## config.mk

```make
export PLATFORM = sky130hd
export DESIGN_NAME = stage_if_fetch
export DESIGN_NICKNAME = d
export VERILOG_FILES = /design/src/rtl/if_pkg.sv /design/src/rtl/if_skid_buf.sv /design/src/rtl/stage_if_fetch.sv
export SDC_FILE = /design/constraint.sdc
export NUM_CORES = 1
export LEC_CHECK = 0
export ABC_AREA = 1
export CAP_MARGIN = 10
export CORE_AREA = 2 2 118 120
export CTS_CLUSTER_DIAMETER = 200
export DETAILED_ROUTE_END_ITERATION = 12
export DIE_AREA = 0 0 120 122
export PLACE_DENSITY = 0.8
export RECOVER_POWER = 50
export SLEW_MARGIN = 25
export SYNTH_ARGS = -nofsm -noshare
export SYNTH_HDL_FRONTEND = slang
export SYNTH_HIERARCHICAL = 1
export SYNTH_SLANG_ARGS = --single-unit
```

## constraint.sdc

```tcl
create_clock -name clk -period 2.26 [get_ports clk]
set_input_delay 0.452 -clock clk [delete_from_list [all_inputs] [get_ports clk]]
set_output_delay 0.452 -clock clk [all_outputs]
set_load 0.01 [all_outputs]
```

## src/rtl/if_pkg.sv

```systemverilog
// if_pkg: shared FSM type and constants for the fetch stage.
// IDLE_BUF is only reachable when IF_SKID_BUF_EN is defined.
package if_pkg;

  typedef enum logic [1:0] {
    IDLE     = 2'd0,
    WAIT     = 2'd1,
    DROP     = 2'd2,
    IDLE_BUF = 2'd3
  } ifState_e;

  localparam logic [31:0] NOP_INST     = 32'h0000_0000;
  localparam logic [31:0] PC_STEP      = 32'd4;
  localparam logic [31:0] DEF_RESET_PC = 32'h0000_0000;

  function automatic logic [31:0] nextPc(
    input logic [31:0] pc
  );
    return pc + PC_STEP;
  endfunction

endpackage

```

## src/rtl/if_skid_buf.sv

```systemverilog
// if_skid_buf: one-entry holding register for a fetched word.
// Clear and drain both win over load in the same cycle.
module if_skid_buf
  import if_pkg::*;
(
  input  logic        clk,
  input  logic        rst,
  input  logic        load,
  input  logic        drain,
  input  logic        clear,
  input  logic [31:0] dataIn,
  output logic [31:0] dataOut,
  output logic        valid
);

  // capture on load, empty on drain or clear
  always_ff @(posedge clk) begin
    if (!rst) begin
      valid   <= 1'b0;
      dataOut <= NOP_INST;
    end else if (clear || drain) begin
      valid <= 1'b0;
    end else if (load) begin
      valid   <= 1'b1;
      dataOut <= dataIn;
    end
  end

endmodule

```

## src/rtl/stage_if_fetch.sv

```systemverilog
// stage_if_fetch: PC owner, imem request FSM and IF/ID register.
// Optional IF_SKID_BUF_EN keeps a word that lands under freeze.
module stage_if_fetch
  import if_pkg::*;
#(
  parameter logic [31:0] RESET_PC = DEF_RESET_PC,
  parameter int          MAX_LAT  = 15
) (
  input  logic        clk,
  input  logic        rst,
  input  logic        freeze,
  input  logic        branchTaken,
  input  logic [31:0] branchAddr,
  output logic        imemReq,
  output logic [31:0] imemAddr,
  input  logic        imemRvalid,
  input  logic [31:0] imemRdata,
  output logic [31:0] pcOut,
  output logic [31:0] instOut,
  output logic        validOut,
  output logic        timeoutErr
);

  localparam int LW = $clog2(MAX_LAT + 1);
  localparam logic [LW-1:0] LAT_ONE = LW'(1);
  localparam logic [LW-1:0] LAT_MAX = LW'(MAX_LAT);

  ifState_e      state;
  ifState_e      stateNext;
  logic [31:0]   pc;
  logic [31:0]   pcNext;
  logic [31:0]   fetchAddr;
  logic [31:0]   fetchNext;
  logic [31:0]   stepAddr;
  logic [LW-1:0] lat;
  logic [LW-1:0] latNext;
  logic [31:0]   pcOutNext;
  logic [31:0]   instNext;
  logic          validNext;
  logic          errNext;
  logic          reqRaw;

  assign stepAddr = nextPc(fetchAddr);
  assign imemReq  = rst & reqRaw;

`ifdef IF_SKID_BUF_EN
  logic        bufLoad;
  logic        bufDrain;
  logic        bufClear;
  logic        bufValid;
  logic [31:0] bufData;

  if_skid_buf uBuf (
    .clk     (clk),
    .rst     (rst),
    .load    (bufLoad),
    .drain   (bufDrain),
    .clear   (bufClear),
    .dataIn  (imemRdata),
    .dataOut (bufData),
    .valid   (bufValid)
  );
`endif

  // next-state, request and IF/ID update decode
  always_comb begin
    stateNext = state;
    pcNext    = pc;
    fetchNext = fetchAddr;
    latNext   = lat;
    pcOutNext = pcOut;
    instNext  = instOut;
    validNext = freeze & validOut;
    errNext   = timeoutErr;
    reqRaw    = 1'b0;
    imemAddr  = pc;
`ifdef IF_SKID_BUF_EN
    bufLoad  = 1'b0;
    bufDrain = 1'b0;
    bufClear = 1'b0;
`endif
    if (branchTaken) begin
      pcNext    = branchAddr;
      validNext = 1'b0;
      instNext  = NOP_INST;
`ifdef IF_SKID_BUF_EN
      bufClear = 1'b1;
`endif
      unique case (state)
        WAIT:    stateNext = imemRvalid ? IDLE : DROP;
        DROP:    stateNext = imemRvalid ? IDLE : DROP;
        default: stateNext = IDLE;
      endcase
    end else begin
      unique case (state)
        IDLE: begin
          if (!freeze) begin
            reqRaw    = 1'b1;
            fetchNext = pc;
            latNext   = LAT_ONE;
            stateNext = WAIT;
          end
        end
        WAIT: begin
          if (imemRvalid && !freeze) begin
            pcOutNext = stepAddr;
            instNext  = imemRdata;
            validNext = 1'b1;
            pcNext    = stepAddr;
            fetchNext = stepAddr;
            reqRaw    = 1'b1;
            imemAddr  = stepAddr;
            latNext   = LAT_ONE;
          end else if (imemRvalid) begin
`ifdef IF_SKID_BUF_EN
            bufLoad   = 1'b1;
            stateNext = IDLE_BUF;
`else
            stateNext = IDLE;
`endif
          end else if (lat == LAT_MAX) begin
            errNext   = 1'b1;
            stateNext = IDLE;
          end else begin
            latNext = lat + LAT_ONE;
          end
        end
        DROP: begin
          if (imemRvalid) begin
            stateNext = IDLE;
          end else if (lat == LAT_MAX) begin
            errNext   = 1'b1;
            stateNext = IDLE;
          end else begin
            latNext = lat + LAT_ONE;
          end
        end
        IDLE_BUF: begin
`ifdef IF_SKID_BUF_EN
          if (!bufValid) begin
            stateNext = IDLE;
          end else if (!freeze) begin
            pcOutNext = stepAddr;
            instNext  = bufData;
            validNext = 1'b1;
            pcNext    = stepAddr;
            fetchNext = stepAddr;
            reqRaw    = 1'b1;
            imemAddr  = stepAddr;
            latNext   = LAT_ONE;
            bufDrain  = 1'b1;
            stateNext = WAIT;
          end
`else
          stateNext = IDLE;
`endif
        end
      endcase
    end
  end

  // state, PC, watchdog and IF/ID registers
  always_ff @(posedge clk) begin
    if (!rst) begin
      state      <= IDLE;
      pc         <= RESET_PC;
      fetchAddr  <= RESET_PC;
      lat        <= '0;
      pcOut      <= '0;
      instOut    <= NOP_INST;
      validOut   <= 1'b0;
      timeoutErr <= 1'b0;
    end else begin
      state      <= stateNext;
      pc         <= pcNext;
      fetchAddr  <= fetchNext;
      lat        <= latNext;
      pcOut      <= pcOutNext;
      instOut    <= instNext;
      validOut   <= validNext;
      timeoutErr <= errNext;
    end
  end

endmodule

```

==> results.md, run 1 <==
- Status: complete, but fails checks
- Failing checks: max-capacitance violations, max-slew violations, negative setup slack
- Post-DRT Antenna Nets: 0
- Fin crit period: 2.613 ns
- Top post-synthesis cells by area: dfxtp_1 (42%), nand2_1 (18%), a21oi_1 (12%)
- Largest net degree at the start of global routing: 71
- Internal power: 4741 uW
- Vias in the first global route: 7878
- Share of the synthesized area in the top cell type: 0.4203
- Via-per-instance ratio: 5.806
- Clock tree buffer depth: 2
- Clock root buffer master: clkbuf_16
- Fmax: 0.3827 GHz
- GP Congestion: 0.9623
- Post-synthesis sequential area ratio: 0.4203
- Htree depth: 4
- Hold crit path type: reg -> reg
- Pwr dens: 594.1 nW/um^2
- Unique masters post-synth: 31
- Switching part of the total: 0.2684
- Worst-Margin Slew: 1.564 ns
- # rows: 43
- Global-route wire length before repair: 37920 um
- Pre-antenna DRT Iters: 8
- GRT Residual Overflow: 0
- Final cell utilization of the core: 0.8077
- Starting Density: 0.4797
- VDD IR max: 0.5574 mV
- Final worst path period share: 1.156
- Crit path capture type: output pin
- Core box area: 13500 sq um
- Sequential group share of total power: 0.403
- Clk_skew: 0.01086 ns
- Critical R2R Launch: fetchAddr[2]$_SDFFE_PN0P_
- Combinational power share: 0.153
- Post-Syn Area per Cell: 6.818 sq um
- # clock sinks: 136
- Crit path from: fetchAddr[18]$_SDFFE_PN0P_
- Leak: 0.004727 uW
- DP Cell Count: 1326
- Wire length per cell: 19.80 um
- Cell area after synthesis: 6477 sq um
- Setup CP Type: reg -> out
- Flops & latches, synth: 136
- Top cell type by total area after synthesis: dfxtp_1
- Startpoint Class: flip-flop
- CTS tree: done
- Clock transition at path regs: 0.06 ns
- Tot GR Track Use: 0.3288
- # setup viols final: 40
- Maximum fanout along the worst path: 4
- Max Cap Viol: 1
- Die Height: 122 um
- RSZ-0062 raised after global routing: yes
- Area growth, synth to finish: 68.40%
- Clock share of power: 0.444
- Die X: 120 um
- Total CTS buffers: 17
- Hold Vio Cnt, Final: 0
- DP Wirelength: 13420 um
- Slew margin rel.: -0.04252
- Detailed Route WL: 28500 um
- Final nets: 1324
- Initial antenna violation count: 1
- Net Sw Power: 1739 uW
- # DRC: 0
- Via count: 8355
- CP arrival: 2.16 ns
- Post-Layout Cell Count: 1439
- Post-Synthesis Cells: 950
- Die area: 14640 sq um
- DP Area: 8817 sq um
- Worst-Skew Late Latency: 0.44 ns
- Finished Cell Area: 10910 sq um
- Setup slack after layout: -0.3532 ns
- Antenna diodes: 0
- Ys Warns: 6
- Syn Nets: 1026
- I/O Pins: 168
- Total chip power: 6480 uW
- Drt first-iter violations: 1048
- Worst hold margin: 0.4547 ns
- Crit path required time: 1.81 ns
- Port bufs: 167
- Share of layout cells above drive strength 1: 0.3225
- Max-slew violations: 71
[final timing paths]
path / depth (start not counted) / slack [ns] / to
max: 9 / -0.35 / imemAddr[28]
min reg2reg: 2 / 0.45 / flip-flop
max reg2reg: 16 / -0.23 / pcOut[12]$_SDFFE_PN0N_
min: 2 / 0.45 / flip-flop
[cells in the final DEF, fill, tap and decap left out, types with 6 or more instances in the layout]
cell type / count
nor2_2: 13
a31oi_1: 11
nand2_1: 246
nand3_1: 16
o21ai_0: 59
inv_2: 6
o21ai_2: 7
nor2_4: 26
xor2_2: 8
nand3_4: 7
a21oi_1: 146
nand2_2: 52
buf_2: 26
dfxtp_4: 16
dlygate4sd3_1: 67
buf_6: 31
inv_1: 77
nand2_4: 17
dfxtp_2: 11
nor2_1: 16
dfxtp_1: 109
clkdlybuf4s50_1: 65
clkbuf_16: 17
buf_12: 13
buf_4: 120
o21ai_1: 14
[flip-flops by register name, indices dropped and copies added (netlist names), named ones only]
| signal | count |
|---|---|
| fetchAddr | 32 |
| lat | 4 |
| pcOut | 32 |
| state | 2 |
| timeoutErr | 1 |
| instOut | 32 |
| pc | 32 |
[Yosys cell counts]
cell type and instances:
buf_2 14, nand3_2 2, a31oi_1 11, nand4_1 1
xor2_1 7, xnor2_1 7, or2_2 3, ha_1 7
xor2_2 3, nor2_4 7, nand3_1 25, inv_2 4
nand2_2 7, buf_1 3, o211ai_1 5, nor2_1 43
dfxtp_1 136, clkbuf_1 31, nor3b_1 1, nand2_4 1
nor2_2 5, nand2_1 307, nor2_8 1, o21ai_0 79
a21oi_1 150, o21ai_1 1, nor3_1 4, inv_1 80
nand3b_1 2, clkinv_1 2, or2_1 1
[area by class of cell]
cell class | count | area (sq um)
repair buffers | 327 | 3028
flip-flops and latches | 136 | 2796
clock inverters | 9 | 123.9
well taps | 180 | 225.2
multi-input cells | 680 | 3929
inverters | 86 | 335.3
fillers | 766 | 2596
clock buffers | 21 | 470.5
[per-layer routing]
metal  track usage  routed length, um  vias to the layer above
met5             0                 12                        -
met1        0.3493               9601                     3800
met4        0.2088               2361                        2
met2        0.5536              12910                      653
met3        0.1203               3609                      247
li1              -                  -                     3653
[critical path: stages (launching register included)]
cell     delay (ns)
dfxtp_4        0.39
nand2_1        0.23
nor2_1         0.27
nand2_1        0.14
nor2_1         0.19
nand3_1        0.11
nand2_2        0.11
nand2_2        0.06
o21ai_0        0.08
buf_2          0.16
[through the flow]
step | worst slack [ns] | TNS, ns
5_1_grt | -0.4298 | -9.922
3_3_place_gp | -0.4748 | -18.96
6_report | -0.3532 | -6.395
4_1_cts | -0.1832 | -2.672
3_5_place_dp | -0.5228 | -23.24
2_1_floorplan | 0.3573 | 0
[power groups by stage]
| stage | combinational [uW] | clock (uW) | sequential (uW) |
|---|---|---|---|
| final | 990 | 2880 | 2610 |
| after global routing | 1050 | 2970 | 2620 |
| after CTS | 812 | 2830 | 2590 |
| after detailed placement | 767 | 0 | 2620 |
| after global placement | 756 | 0 | 2620 |
| after floorplan | 379 | 0 | 2610 |
[cells by family after synthesis]
kind of cell | synth area share
AOI/OAI and AO/OA | 0.1941
buffers and inverters | 0.08036
xor gates and xnor gates | 0.02646
and+or+nand+nor | 0.2652
DFF | 0.4203
adders and majority gates | 0.01352
[what timing repair did]
| item | 4_1_cts | 5_1_grt |
|---|---|---|
| resized for setup | 276 | 148 |
| pin swaps | 35 | 66 |
| hold buffers | 0 | 0 |
| setup buffers | 45 | 41 |
| endpoints found under the hold margin | 0 | 0 |
| endpoints found under the setup margin | 33 | 40 |
| gates cloned | 4 | 0 |
Power figures use the tool's default switching activity.
==> run 2, diff against run 1 <==
Settings changed: CAP_MARGIN 10 to 5.
==> results of run 2 <==
The final DEF is identical to that of run 1; final timing and power are the same.
